**src/rtl/operand_entry_unit.sv**
```systemverilog
`default_nettype none
// ============================================================================
// Module      : operand_entry_unit
// Description : Keypad operand entry. Collects BCD digits and a sign into a
//               display buffer, converts the buffer to a binary magnitude
//               one digit per cycle, range-checks it and presents a signed
//               two's-complement result through a valid/ready handshake.
// Revision    : 1.0 - initial release
// ============================================================================
module operand_entry_unit #(
    parameter int DIGITS  = 3,
    parameter int WIDTH   = 8,
    parameter int MAX_MAG = 127
) (
    input  logic                  clock,
    input  logic                  reset,
    input  logic [3:0]            key_value,
    input  logic                  key_trig,
    input  logic                  out_ready,
    output logic [DIGITS*4-1:0]   bcd,
    output logic                  neg,
    output logic                  busy,
    output logic                  out_valid,
    output logic [WIDTH-1:0]      result,
    output logic                  range_err
);

    localparam int c_bcd_w = DIGITS * 4;
    // Accumulator must hold 10^DIGITS-1 regardless of WIDTH.
    localparam int c_acc_w = $clog2(10 ** DIGITS);
    localparam int c_cnt_w = $clog2(DIGITS + 1);
    localparam logic [c_cnt_w-1:0] c_digits = c_cnt_w'(DIGITS);

    localparam logic [3:0] c_key_sign  = 4'hA;
    localparam logic [3:0] c_key_bksp  = 4'hB;
    localparam logic [3:0] c_key_clear = 4'hC;
    localparam logic [3:0] c_key_enter = 4'hE;

    typedef enum logic [1:0] {
        ST_ENTRY   = 2'd0,
        ST_CONVERT = 2'd1,
        ST_CHECK   = 2'd2,
        ST_HOLD    = 2'd3
    } state_t;

    state_t               r_state;
    logic [c_bcd_w-1:0]   r_bcd;
    logic [c_bcd_w-1:0]   r_shift;
    logic                 r_neg;
    logic [c_cnt_w-1:0]   r_count;
    logic [c_cnt_w-1:0]   r_idx;
    logic [c_acc_w-1:0]   r_acc;
    logic [WIDTH-1:0]     r_result;
    logic                 r_range_err;

    logic                 w_key_digit;
    logic                 w_key_sign;
    logic                 w_key_bksp;
    logic                 w_key_clear;
    logic                 w_key_enter;
    logic [3:0]           w_digit;
    logic [c_acc_w+3:0]   w_acc_x10;
    logic [c_acc_w-1:0]   w_acc_next;
    logic [31:0]          w_acc32;
    logic [31:0]          w_limit;
    logic                 w_range_err;
    logic [WIDTH-1:0]     w_mag_w;
    logic [WIDTH-1:0]     w_signed_w;

    assign w_key_digit = key_trig && (key_value <= 4'd9);
    assign w_key_sign  = key_trig && (key_value == c_key_sign);
    assign w_key_bksp  = key_trig && (key_value == c_key_bksp);
    assign w_key_clear = key_trig && (key_value == c_key_clear);
    assign w_key_enter = key_trig && (key_value == c_key_enter);

    // Most significant captured digit feeds the multiply-accumulate.
    assign w_digit    = r_shift[c_bcd_w-1 -: 4];
    assign w_acc_x10  = ({4'b0000, r_acc} << 3) + ({4'b0000, r_acc} << 1);
    assign w_acc_next = w_acc_x10[c_acc_w-1:0] + {{(c_acc_w-4){1'b0}}, w_digit};

    // Negative operands may reach one further than positive ones.
    assign w_acc32     = 32'(r_acc);
    assign w_limit     = r_neg ? (32'(MAX_MAG) + 32'd1) : 32'(MAX_MAG);
    assign w_range_err = (w_acc32 > w_limit);

    generate
        if (c_acc_w >= WIDTH) begin : g_mag_trunc
            assign w_mag_w = r_acc[WIDTH-1:0];
        end else begin : g_mag_ext
            assign w_mag_w = {{(WIDTH-c_acc_w){1'b0}}, r_acc};
        end
    endgenerate

    // Two's complement negate; a zero magnitude stays zero.
    assign w_signed_w = r_neg ? (~w_mag_w + 1'b1) : w_mag_w;

    assign bcd       = r_bcd;
    assign neg       = r_neg;
    assign busy      = (r_state == ST_CONVERT) || (r_state == ST_CHECK);
    assign out_valid = (r_state == ST_HOLD);
    assign result    = r_result;
    assign range_err = r_range_err;

    // Entry buffer, conversion datapath and control state machine.
    always_ff @(posedge clock) begin
        if (reset || w_key_clear) begin
            r_state     <= ST_ENTRY;
            r_bcd       <= '0;
            r_shift     <= '0;
            r_neg       <= 1'b0;
            r_count     <= '0;
            r_idx       <= '0;
            r_acc       <= '0;
            r_result    <= '0;
            r_range_err <= 1'b0;
        end else begin
            case (r_state)
                ST_ENTRY: begin
                    if (w_key_digit) begin
                        if (r_count < c_digits) begin
                            r_bcd   <= (r_bcd << 4) | c_bcd_w'(key_value);
                            r_count <= r_count + 1'b1;
                        end
                    end else if (w_key_bksp) begin
                        if (r_count != '0) begin
                            r_bcd   <= r_bcd >> 4;
                            r_count <= r_count - 1'b1;
                        end
                    end else if (w_key_sign) begin
                        r_neg <= ~r_neg;
                    end else if (w_key_enter) begin
                        r_shift <= r_bcd;
                        r_acc   <= '0;
                        r_idx   <= '0;
                        r_state <= ST_CONVERT;
                    end
                end
                ST_CONVERT: begin
                    // Step 0 is a lead-in slot; steps 1..DIGITS consume
                    // one digit each, most significant first.
                    if (r_idx != '0) begin
                        r_acc   <= w_acc_next;
                        r_shift <= r_shift << 4;
                    end
                    if (r_idx == c_digits) begin
                        r_state <= ST_CHECK;
                    end else begin
                        r_idx <= r_idx + 1'b1;
                    end
                end
                ST_CHECK: begin
                    r_range_err <= w_range_err;
                    r_result    <= w_range_err ? '0 : w_signed_w;
                    r_state     <= ST_HOLD;
                end
                ST_HOLD: begin
                    if (out_ready) begin
                        r_bcd   <= '0;
                        r_neg   <= 1'b0;
                        r_count <= '0;
                        r_state <= ST_ENTRY;
                    end
                end
                default: begin
                    r_state <= ST_ENTRY;
                end
            endcase
        end
    end

endmodule
`default_nettype wire

```
**config.mk**
```make
export PLATFORM = sky130hd
export DESIGN_NAME = operand_entry_unit
export DESIGN_NICKNAME = d
export VERILOG_FILES = /design/src/rtl/operand_entry_unit.sv
export SDC_FILE = /design/constraint.sdc
export NUM_CORES = 1
export LEC_CHECK = 0
export CAP_MARGIN = 30
export CORE_MARGIN = 2
export CORE_UTILIZATION = 30
export CTS_BUF_LIST = sky130_fd_sc_hd__clkbuf_4 sky130_fd_sc_hd__clkbuf_8
export CTS_CLUSTER_SIZE = 24
export DETAILED_ROUTE_END_ITERATION = 10
export GPL_ROUTABILITY_DRIVEN = 0
export RECOVER_POWER = 50
export SLEW_MARGIN = 15
export SYNTH_ARGS = -nofsm -noshare
export SYNTH_HDL_FRONTEND = slang
export SYNTH_SLANG_ARGS = --single-unit
```
**constraint.sdc**
```tcl
create_clock -name clock -period 3.1 [get_ports clock]
set_input_delay 0.93 -clock clock [delete_from_list [all_inputs] [get_ports clock]]
set_output_delay 0.93 -clock clock [all_outputs]
set_load 0.005 [all_outputs]
```
Yosys cells after proc, flatten, opt, wreduce, memory -nomap -nowiden
Index checks and enable logic that the tools add are counted.

word-level totals
  register bits after elaboration = 50
  input bits = 8
  output and inout port bits = 24
  logic and storage cells = 102

cells by class
  add/subtract/negate cells = 6
  magnitude comparators = 3
  equal/unequal tests = 20
  multiplexer cells = 44
  bitwise gates (word level) = 3
  reduce and logical (&&, ||, !) cells = 17

operators with widths
  operator                                                       number
  12-bit 2-to-1 mux                                              10
  10-bit 2-to-1 mux                                              5
  12-bit case mux with 2 select lines                            2
  2-bit 2-to-1 mux                                               15
  8-bit 2-to-1 mux                                               3
  10-bit case mux with 2 select lines                            1
  6-bit AND reduction                                            3
  4-bit == test, second input constant                           4
  2-bit inequality test, second input constant                   7
  12-bit by 4-bit OR with 12-bit output                          1
  10-bit adder                                                   1
  10-bit by 4-bit adder with 10-bit output                       1
  10-bit by 8-bit greater-than comparator with 1-bit output      1
  5-bit AND reduction                                            2
  3-bit inequality test, second input constant                   3
  8-bit by 1-bit adder with 8-bit output, second input constant  1
  8-bit inverter                                                 1
  2-bit case mux with 2 select lines                             2
  2-bit case mux with 4 select lines                             1
  2-bit nonzero test                                             4
  2-bit == test, second input constant                           3
  1-bit logical AND                                              5
  2-bit by 1-bit adder with 2-bit output, second input constant  2
  4-bit less-or-equal comparator, second input constant          1
  9 further kinds                                                14

Depth between registers and ports, before layout
  word-level depth = 7
  mapped depth = 9
  depth with buffers taken out = 9

Worst setup path before layout
No wires, ideal clock.

  path type = flip-flop to flip-flop
  start = register r_neg (netlist: neg)
  end = register r_range_err (netlist: range_err)
  library setup time = 115 ps
  arrival = 2,283 ps
  data required time = 2,985 ps
  path slack = 702 ps
  cell stages (with the launch flop) = 8
  buffers on the path = 0
  period minus slack after synthesis = 2,398 ps
  cell sequence = dfxtp_1 inv_1 ha_1 a2111oi_2 o21ai_1 a2111oi_4 nor3b_1 o21a_1

on the way
  longest elaborated chain between the ends = 2

RTL lines
  what                                                       line  text
  from (decl)                                                49    logic r_neg;
  from (signal assigned)                                     130   r_neg <= ~r_neg;
  8-bit 2-to-1 mux                                           83    assign w_limit = r_neg ? (32'(MAX_MAG) + 32'd1) : 32'(MAX_MAG);
  10-bit by 8-bit greater-than comparator with 1-bit output  84    assign w_range_err = (w_acc32 > w_limit);
  to (signal assigned)                                       152   r_range_err <= w_range_err;
  to (decl)                                                  54    logic r_range_err;

Every way passes these cells.
A chain may end at the register's enable or synchronous reset.

Worst setup path in the final report
Ends and elaborated chain as after synthesis.

==> insert_results.sql <==
INSERT INTO impl_metrics (metric_group, metric, value, unit) VALUES
('cts', 'cts.reportedPaths.clkPinSlew', '0.10', 'ns'),
('global_routing', 'vias_in_the_first_global_route', '2453', ''),
('cts', 'clock_tree.root_cell', 'sky130_fd_sc_hd__clkbuf_8', ''),
('global_routing', 'grt_pass1_wl', '11.7', 'mm'),
('placed_design', 'placed_cells_incl_taps', '503', ''),
('floorplanning', 'die_y', '104', 'um'),
('synth', 'synth.net_count', '383', ''),
('sta', 'timing.clock.skew', '0.00722', 'ns'),
('sta', 'layout_min_cycle_time', '2.70', 'ns'),
('power_and_ir_drop', 'ir_drop', '0.202', 'mV'),
('floorplanning', 'io_pins', '32', ''),
('synth', 'synthArstFlopShare', '0', '%'),
('cells_and_area', 'num-nets-final', '416', ''),
('sta', 'worst_pin_slew', '0.817', 'ns'),
('sta', 'max_slew_margin', '45.5', '%'),
('cts', 'cts.hold.buffers_added', '0', ''),
('flow_run', 'max_cap_violations', '0', ''),
('critical_path', 'critPathCaptureType', 'flop', ''),
('routing', 'post_drt_via_cell_ratio', '4.94', ''),
('placed_design', 'place_hpwl', '5.06', 'mm'),
('critical_path', 'worst_path_largest_cell_delay', '0.79', 'ns'),
('cells_and_area', 'nFillCells', '1020', ''),
('global_routing', 'initial_antenna_violation_count', '0', ''),
('placed_design', 'io_buffers', '31', ''),
('critical_path', 'cp_data_required_time', '3.31', 'ns'),
('routing', 'num_vias', '2524', ''),
('sta', 'grt_setup_unrepaired', 'false', ''),
('routing', 'antenna_left', '0', ''),
('cts', 'htreeDepth', '2', ''),
('floorplanning', 'die_area', '10800', 'um^2'),
('cts', 'post_cts_repair_resize_count', '0', ''),
('synth', 'netlist_instances', '344', ''),
('cts', 'ctsLongestPathBuffers', '2', ''),
('critical_path', 'worstPathArrival', '2.91', 'ns'),
('sta', 'finalSetupViolations', '0', ''),
('synth', 'synth_seq_area_share', '33.3', '%'),
('routing', 'route.final.wire_length', '6.91', 'mm'),
('synth', 'synth_warnings', '0', ''),
('min_path', 'hold_path.class', 'flop to flop', ''),
('synth', 'syn_area', '3010', 'um^2'),
('global_routing', 'grt_overflow_total', '0', ''),
('critical_path', 'criticalPathCategory', 'flop to flop', ''),
('cells_and_area', 'diodes', '0', ''),
('critical_path', 'critPathMostFrequentCell', 'sky130_fd_sc_hd__a2111oi_2', ''),
('power_and_ir_drop', 'power_leakage', '1.43', 'nW'),
('synth', 'synth_top_flop_cell', 'sky130_fd_sc_hd__dfxtp_1', ''),
('floorplanning', 'initial_utilization', '30.9', '%'),
('critical_path', 'timing.critical_path.from_type', 'flop', ''),
('synth', 'synth-seq-cells', '50', ''),
('sta', 'final_min_period_over_clock_period', '87.2', '%'),
('cts', 'cts_tree', 'built', ''),
('sta', 'fmax', '370', 'MHz'),
('synth', 'synth_enable_flop_cells', '0', ''),
('floorplanning', 'fp-row-count', '36', ''),
('cells_and_area', 'final_layout_size_suffix_gt1_share', '7.14', '%'),
('sta', 'final-max-slew-violation-count', '0', ''),
('routing', 'detailedRoute.firstIterationViolations', '84', ''),
('cells_and_area', 'instances_no_fill', '511', ''),
('critical_path', 'timing.critical_path.cells', 'clkbuf_1 -> ha_1 -> a2111oi_2 -> o21ai_0 -> a2111oi_2 -> nor3b_1 -> o21a_1', ''),
('global_routing', 'grtUsageTotal', '12.9', '%'),
('cells_and_area', 'synth_to_layout_area_growth', '19.6', '%'),
('sta', 'report.final.hold_viol_count', '0', ''),
('routing', 'wl_per_cell', '13.5', 'um'),
('cts', 'cts.sink_count', '50', ''),
('sta', 'setup-tns-final', '0', 'ns'),
('global_routing', 'maximum_number_of_pins_on_one_net_before_global_route_repair', '34', ''),
('cts', 'tritoncts_buffer_count', '5', ''),
('critical_path', 'slowest_stage_cell_crit_path', 'sky130_fd_sc_hd__a2111oi_2', ''),
('synth', 'synth_cell_types', '53', ''),
('routing', 'detail_route.first_pass.iterations', '6', ''),
('floorplanning', 'die-width', '104', 'um'),
('synth', 'avgSynthCellArea', '8.74', 'um^2'),
('status', 'outcome', 'finished clean', ''),
('cts', 'cts_setup_buffers', '0', ''),
('routing', 'drc_errors', '0', ''),
('cts', 'clk_latency', '0.31', 'ns'),
('floorplanning', 'core_area', '9730', 'um^2'),
('power_and_ir_drop', 'power_density', '498', 'nW/um^2'),
('critical_path', 'crit_path_max_fanout', '12', '');
[power breakdown]
group / switching, mW / internal (mW)
Combinational: 0.385 / 0.252
Sequential: 0.0439 / 0.710
Clock: 0.235 / 0.163
Total: 0.664 / 1.13
[cell usage after synthesis, types with 2 or more instances]
library cell | n | area share [%]
sky130_fd_sc_hd__dfxtp_1 | 50 | 33
sky130_fd_sc_hd__nand2_1 | 35 | 4.4
sky130_fd_sc_hd__a21oi_1 | 29 | 4.8
sky130_fd_sc_hd__ha_1 | 29 | 12
sky130_fd_sc_hd__nor2_1 | 21 | 2.6
sky130_fd_sc_hd__inv_1 | 16 | 2.0
sky130_fd_sc_hd__nand3_1 | 15 | 2.5
sky130_fd_sc_hd__mux2i_1 | 14 | 4.7
sky130_fd_sc_hd__o21ai_0 | 13 | 2.2
sky130_fd_sc_hd__xnor2_1 | 11 | 3.2
sky130_fd_sc_hd__a211oi_1 | 9 | 2.2
sky130_fd_sc_hd__clkbuf_1 | 8 | 1.0
sky130_fd_sc_hd__nand3b_1 | 8 | 2.0
sky130_fd_sc_hd__nand2b_1 | 7 | 1.5
sky130_fd_sc_hd__o2bb2ai_1 | 7 | 2.0
sky130_fd_sc_hd__nor3_1 | 5 | 0.83
sky130_fd_sc_hd__o211ai_1 | 5 | 1.2
sky130_fd_sc_hd__o31ai_1 | 5 | 1.2
sky130_fd_sc_hd__buf_2 | 4 | 0.67
sky130_fd_sc_hd__nand4_1 | 4 | 0.83
sky130_fd_sc_hd__xor2_1 | 4 | 1.2
sky130_fd_sc_hd__a21o_1 | 3 | 0.75
sky130_fd_sc_hd__a31oi_1 | 3 | 0.62
sky130_fd_sc_hd__o21ai_1 | 3 | 0.50
sky130_fd_sc_hd__a32o_1 | 2 | 0.67
sky130_fd_sc_hd__and2_1 | 2 | 0.42
sky130_fd_sc_hd__fa_1 | 2 | 1.3
sky130_fd_sc_hd__nor2b_1 | 2 | 0.42
sky130_fd_sc_hd__nor4_1 | 2 | 0.42
sky130_fd_sc_hd__o21a_1 | 2 | 0.50
sky130_fd_sc_hd__o21bai_1 | 2 | 0.50
[final timing paths]
path / startpoint / end / slack (ns) / cells after the start
worst max-delay path: neg$_SDFFE_PP0P_ / range_err$_SDFFE_PP0P_ / 0.40 / 7
worst min-delay path: r_shift[2]$_SDFFE_PP0P_ / r_shift[2]$_SDFFE_PP0P_ / 0.46 / 2
worst max register to register: neg$_SDFFE_PP0P_ / range_err$_SDFFE_PP0P_ / 0.40 / 7
worst min register to register: r_shift[2]$_SDFFE_PP0P_ / r_shift[2]$_SDFFE_PP0P_ / 0.46 / 2
[per-stage QoR]
step	instance area (um^2)	hold slack, ns	power (mW)	setup WS [ns]	utilization, %
after floorplan	3010	0.432	1.22	0.702	-
after global placement	3520	0.441	1.40	0.183	36.1
after detailed placement	3520	0.446	1.42	0.131	36.1
after CTS	3610	0.462	1.82	0.447	37.1
after global routing	3590	0.476	1.93	0.186	36.9
final	3590	0.462	1.79	0.396	36.9
[layer usage]
| metal | track usage [%] | vias up | share of wire (%) |
|---|---|---|---|
| met3 | 2.57 | 4 | 3.8 |
| li1 | - | 1306 | - |
| met4 | 2.90 | 0 | 0.58 |
| met1 | 18.2 | 1161 | 51 |
| met5 | 0 | - | 0 |
| met2 | 20.2 | 53 | 45 |
[area by class of cell]
| type | count | area [um^2] | area share (%) |
|---|---|---|---|
| timing repair buffer | 42 | 414 | 11.5 |
| clock buffer | 5 | 68.8 | 1.92 |
| inverter | 16 | 60.1 | 1.67 |
| clock inverter | 3 | 25.0 | 0.696 |
| multi-input combinational | 262 | 1860 | 51.7 |
| tap | 133 | 166 | 4.63 |
| sequential | 50 | 1000 | 27.9 |
[critical path: cells and delay by family (launching register included)]
kind	cells	cell delay, ns
buffers and inverters	1	0.26
and+or+nand+nor	1	0.14
adders and majority gates	1	0.30
AOI/OAI and AO/OA	4	1.59
DFF	1	0.32
[registers in the layout (all words and copies together) (netlist names)]
register / flops
r_count: 2
result: 8
neg: 1
r_idx: 2
r_shift: 12
r_state: 2
bcd: 12
range_err: 1
r_acc: 10
[cell usage in the layout, fill, tap and decap left out, types with 2 or more instances in the layout]
cell type,synthesis,layout
sky130_fd_sc_hd__inv_1,16,16
sky130_fd_sc_hd__nand2b_1,7,7
sky130_fd_sc_hd__a211oi_1,9,9
sky130_fd_sc_hd__ha_1,29,29
sky130_fd_sc_hd__o21ai_0,13,15
sky130_fd_sc_hd__nand3b_1,8,8
sky130_fd_sc_hd__o2bb2ai_1,7,7
sky130_fd_sc_hd__o21a_1,2,2
sky130_fd_sc_hd__nor4_1,2,2
sky130_fd_sc_hd__mux2i_1,14,14
sky130_fd_sc_hd__dfxtp_1,50,50
sky130_fd_sc_hd__a2111oi_2,1,2
sky130_fd_sc_hd__fa_1,2,2
sky130_fd_sc_hd__a21oi_1,29,29
sky130_fd_sc_hd__nand2_1,35,35
sky130_fd_sc_hd__o31ai_1,5,5
sky130_fd_sc_hd__buf_4,1,8
sky130_fd_sc_hd__nor3_1,5,5
sky130_fd_sc_hd__o211ai_1,5,5
sky130_fd_sc_hd__a31oi_1,3,3
sky130_fd_sc_hd__nor2_1,21,21
sky130_fd_sc_hd__dlygate4sd3_1,0,22
sky130_fd_sc_hd__clkbuf_8,0,5
sky130_fd_sc_hd__nand4_1,4,4
sky130_fd_sc_hd__nand3_1,15,15
sky130_fd_sc_hd__clkdlybuf4s50_1,0,9
sky130_fd_sc_hd__a32o_1,2,2
sky130_fd_sc_hd__nor2b_1,2,2
sky130_fd_sc_hd__buf_12,0,2
sky130_fd_sc_hd__a21o_1,3,3
sky130_fd_sc_hd__xor2_1,4,4
sky130_fd_sc_hd__xnor2_1,11,11
[kinds of logic after synthesis]
| group | Yosys count | share of synthesized area (%) |
|---|---|---|
| fa+ha+maj | 31 | 13.4 |
| simple gates | 109 | 18.4 |
| mux | 15 | 5.04 |
| buf+inv | 32 | 4.58 |
| xor+xnor | 15 | 4.37 |
| compound gates | 92 | 20.9 |
| flops | 50 | 33.3 |
No activity file was read; power rests on OpenSTA's default activity.
==> RTL change 1, RTL diff (config.mk and constraints unchanged) <==
Register the output `range_err` once more; this adds one clock of latency there. The other outputs are not delayed to match.
--- a/src/rtl/operand_entry_unit.sv
+++ b/src/rtl/operand_entry_unit.sv
@@ -101,3 +101,5 @@
     assign result    = r_result;
-    assign range_err = r_range_err;
+    always_ff @(posedge clock) begin
+        range_err <= r_range_err;
+    end
 
Formal check against the unedited RTL: not equivalent (Yosys sat finds a counterexample within 10 cycles, from zero or initial values).
==> RTL change 1 against the unedited design <==
- critical path depth down 1
- non-clock buffer count grew 3
- largest power group unchanged
- synthesized area is 0.67% higher
- sequential cell count is 1 higher
- final area increased by 1.4%
- synthesized cell count rose by 0.29%
- routed wire length shrank 0.45%
- total power increased by 2.5%
- setup slack lost 0.026 ns
- final cell count up 0.78%
- register-to-register slack improved by 0.04 ns
- largest cell class unchanged
==> RTL change 1: results (changes against the unedited design) <==
Run status
Outcome: finished, final reports clean (unchanged).

Synth
The area share of fa/ha/maj cells after synthesis is 0.1332 (was 0.1341). The multiplexer share of the synthesized area was 0.05004 (was 0.05037). The net count after synthesis is 384 (was 383).

Final layout
The area used by multi-input combinational logic is 0.001868 mm^2 (was 0.001858 mm^2). The layout sequential cell count is 51 (was 50). The fraction of area in registers came to 0.2802 (was 0.2786). The clock buffer and inverter area fraction after layout came to 0.02850 (was 0.02611). The layout cell share with drive strength beyond 1 is 0.07592 (was 0.07143). The count of clock buffers in the final design is 7 (was 5).

Drt
The first-pass iteration count of the detailed router came to 4 (was 6). The number of vias in the routed layout was 2,593 (was 2,524). The wire length the detailed router placed on met1 is 3.439 mm (was 3.496 mm).

Global route
The global routing usage on met3 is 0.02444 (was 0.02569). The global-route total usage across every layer is 0.1293 (was 0.1285). The met1 demand-to-capacity share in global routing is 0.1740 (was 0.1815).

The global-route wire length before repair is 11.67 mm (was 11.69 mm).

Critical path
The arrival time at the worst endpoint was 2.98 ns (was 2.91 ns). The worst flop-to-flop path endpoint was result[7] (was range_err). The end of the critical path is bcd[3] (was range_err). The reg2reg setup slack was 0.44 ns (was 0.40 ns).

Power
The peak supply drop is 197.2 uV (was 201.7 uV). The clock share of power is 0.232 (was 0.223). The part of the power in combinational logic is 0.350 (was 0.356).

Timing
The worst clock skew is 0.008274 ns (was 0.007222 ns). The worst slew margin relative to its limit is 0.5952 (was 0.4546). The post-route worst hold slack came to 0.3499 ns (was 0.4619 ns). The minimum period implied by the final worst setup slack was 2.730 ns (was 2.704 ns).

Place
The pre-CTS worst setup slack is 0.1188 ns (was 0.1313 ns). The placed wire-length estimate after detailed placement is 5.160 mm (was 5.061 mm).
[RTL change 1: changes by cell type after synthesis]
cell | unedited run | this run
sky130_fd_sc_hd__dfxtp_1 | 50 | 51
[RTL change 1: through the flow]
stage,area (um^2),std cells,utilization
2_1_floorplan,3025,345,-
3_3_place_gp,3546,507,0.3628
3_5_place_dp,3546,507,0.3628
4_1_cts,3650,515,0.3734
5_1_grt,3643,515,0.3728
6_report,3643,515,0.3728
[RTL change 1: worst max-delay path: stages]
cell	delay, ns
sky130_fd_sc_hd__dlygate4sd3_1	0.66
sky130_fd_sc_hd__nand2_1	0.11
sky130_fd_sc_hd__or4_4	0.53
sky130_fd_sc_hd__a211o_1	0.41
sky130_fd_sc_hd__nor3_2	0.23
sky130_fd_sc_hd__a21o_1	0.10
==> RTL change 2, RTL diff (same flow settings) <==
Made on the original files. Set the parameter `DIGITS` to 2 (it was 3).
--- a/src/rtl/operand_entry_unit.sv
+++ b/src/rtl/operand_entry_unit.sv
@@ -10,3 +10,3 @@
 module operand_entry_unit #(
-    parameter int DIGITS  = 3,
+    parameter int DIGITS  = 2,
     parameter int WIDTH   = 8,
Ports: changed (resized bcd); port bits go from 32 to 28. The function was not compared with the original's and may differ.
==> RTL change 2 against the unedited design <==
- synthesized area shrank 25%
- sequential cell count shrank 11
- total power shrank 6.4%
- die area shrank 24%
- final area shrank 20%
- routed wire length shrank 24%
- critical path depth grew 2
- register-to-register slack gained 0.33 ns
- hold slack lost 0.0056 ns
- first-iteration DRC count shrank 17%
- clock skew shrank 0.0019 ns
- setup slack lost 0.26 ns
==> RTL change 2: results (changes against the unedited design) <==
Critical path
The largest fanout of any net on the critical path was 2 (was 12). The critical path's largest stage delay was 0.51 ns (was 0.79 ns). The start of the worst register-to-register path is r_acc[2] (was neg). The depth of the worst register-to-register path is 8 (was 7). The arrival time at the worst endpoint is 3.18 ns (was 2.91 ns). The end of the critical path is bcd[3] (was range_err). The worst flop-to-flop path endpoint is r_acc[6] (was range_err). The critical-path cell with the highest stage delay is sky130_fd_sc_hd__or4b_1 (was sky130_fd_sc_hd__a2111oi_2). The launch point of the critical path was key_value[1] (was neg). The reg2reg setup slack came to 0.73 ns (was 0.40 ns).

Global route
The number of global-route vias before repair is 2,029 (was 2,453). The largest net degree at the start of global routing is 19 (was 34). The global-route total usage across every layer is 0.1333 (was 0.1285). The global-route wire length before repair is 9.301 mm (was 11.69 mm).

Synth
The net count after synthesis came to 307 (was 383). The unique cell type count in the Yosys netlist is 45 (was 53). The sequential-to-total area share from yosys stat is 0.3444 (was 0.3331). Most instantiated cells after synthesis: 39 x sky130_fd_sc_hd__dfxtp_1, 33 x sky130_fd_sc_hd__nand2_1, 23 x sky130_fd_sc_hd__nor2_1 (was 50 x sky130_fd_sc_hd__dfxtp_1, 35 x sky130_fd_sc_hd__nand2_1, 29 x sky130_fd_sc_hd__a21oi_1, 29 x sky130_fd_sc_hd__ha_1, 21 x sky130_fd_sc_hd__nor2_1). Area contributors post-synth: sky130_fd_sc_hd__dfxtp_1 34%, sky130_fd_sc_hd__ha_1 12%, sky130_fd_sc_hd__nand2_1 5.5% (was sky130_fd_sc_hd__dfxtp_1 33%, sky130_fd_sc_hd__ha_1 12%, sky130_fd_sc_hd__a21oi_1 4.8%).

Clock tree
The clock-pin slew on the worst setup and hold paths was 0.08 ns (was 0.10 ns). The clock latency of the later-clocked register in the worst-skew pair came to 0.29 ns (was 0.31 ns).

Drt
The starting DRC count in detailed routing is 70 (was 84). The first-pass iteration count of the detailed router is 5 (was 6). The via count normalized by instance count is 4.901 (was 4.939). The routed wirelength normalized by instance count is 12.63 um (was 13.51 um).

Run status
Outcome: finished, final reports clean (unchanged).

Timing
The worst slew margin relative to its limit is 0.4862 (was 0.4546). The worst clock skew was 0.005322 ns (was 0.007222 ns).

Final layout
The total number of nets in the final design is 345 (was 416). The layout cell share with drive strength beyond 1 was 0.08599 (was 0.07143).

Place
The number of port buffers came to 27 (was 31). The placed wire-length estimate after detailed placement came to 3.950 mm (was 5.061 mm). The standard cell area after detailed placement is 0.002755 mm^2 (was 0.003516 mm^2).

Power
The peak supply drop was 228.7 uV (was 201.7 uV).
-- RTL change 2: area by class of cell --
type | instances | area [um^2]
multi-input cells | 207 | 1376
well taps | 99 | 123.9
inverters | 16 | 60.06
clock buffers | 5 | 68.82
clock inverters | 3 | 67.56
repair buffers | 44 | 397.9
flip-flops and latches | 39 | 780.7
fillers | 770 | 4417
-- RTL change 2: worst min-delay path by stage --
stage           endpoint  startpoint  cells past startpoint  slack [ns]
2_1_floorplan   r_idx[0]    r_idx[0]                      2        0.44
5_1_grt        result[0]   result[0]                      2        0.49
3_5_place_dp    r_idx[0]    r_idx[0]                      2        0.45
3_3_place_gp    r_idx[0]    r_idx[0]                      2        0.44
4_1_cts         r_idx[0]    r_idx[0]                      2        0.46
6_report        r_idx[0]    r_idx[0]                      2        0.46
-- RTL change 2: cell families (layout without fill, tap and decap cells) --
| group | Yosys count | in the layout | share of synthesized area |
|---|---|---|---|
| buffers and inverters | 29 | 68 | 0.04857 |
| muxes | 6 | 6 | 0.02649 |
| AOI/OAI and AO/OA | 73 | 73 | 0.2097 |
| adders and majority gates | 24 | 24 | 0.1391 |
| DFF | 39 | 39 | 0.3444 |
| xor gates and xnor gates | 11 | 11 | 0.04249 |
| and+or+nand+nor | 93 | 93 | 0.1893 |
-- RTL change 2: worst register-to-register path, stage by stage (launching register included) --
cell and delay, ns:
sky130_fd_sc_hd__dfxtp_1 0.50, sky130_fd_sc_hd__inv_1 0.14, sky130_fd_sc_hd__fa_1 0.51, sky130_fd_sc_hd__inv_1 0.07
sky130_fd_sc_hd__fa_1 0.46, sky130_fd_sc_hd__a21o_1 0.20, sky130_fd_sc_hd__a21oi_1 0.17, sky130_fd_sc_hd__xnor2_1 0.13
sky130_fd_sc_hd__o2bb2ai_1 0.07
-- RTL change 2: per-stage QoR --
stage                     instances    util  setup WS, ns  hold WS, ns  setup TNS, ns
after floorplan                 275       -        0.3656       0.4363              0
after global placement          405  0.3778       -0.1326       0.4446        -0.4508
after detailed placement        405  0.3778       -0.1605       0.4516        -0.7157
after CTS                       413  0.3965        0.1497       0.4631              0
after global routing            413  0.3943      0.004781       0.4879              0
final                           413  0.3943        0.1393       0.4564              0
-- RTL change 2: layer usage --
layer	share of wire	track usage
met2	0.48	0.2364
met5	0	0
met4	0.0033	0.02652
met3	0.034	0.02573
met1	0.49	0.1681
-- RTL change 2: power by group --
group          internal, mW  switching, mW  total, mW  leakage [nW]
clock network         0.321          0.187      0.508        0.0644
logic                 0.235          0.335      0.571         0.791
registers             0.556         0.0409      0.596         0.315
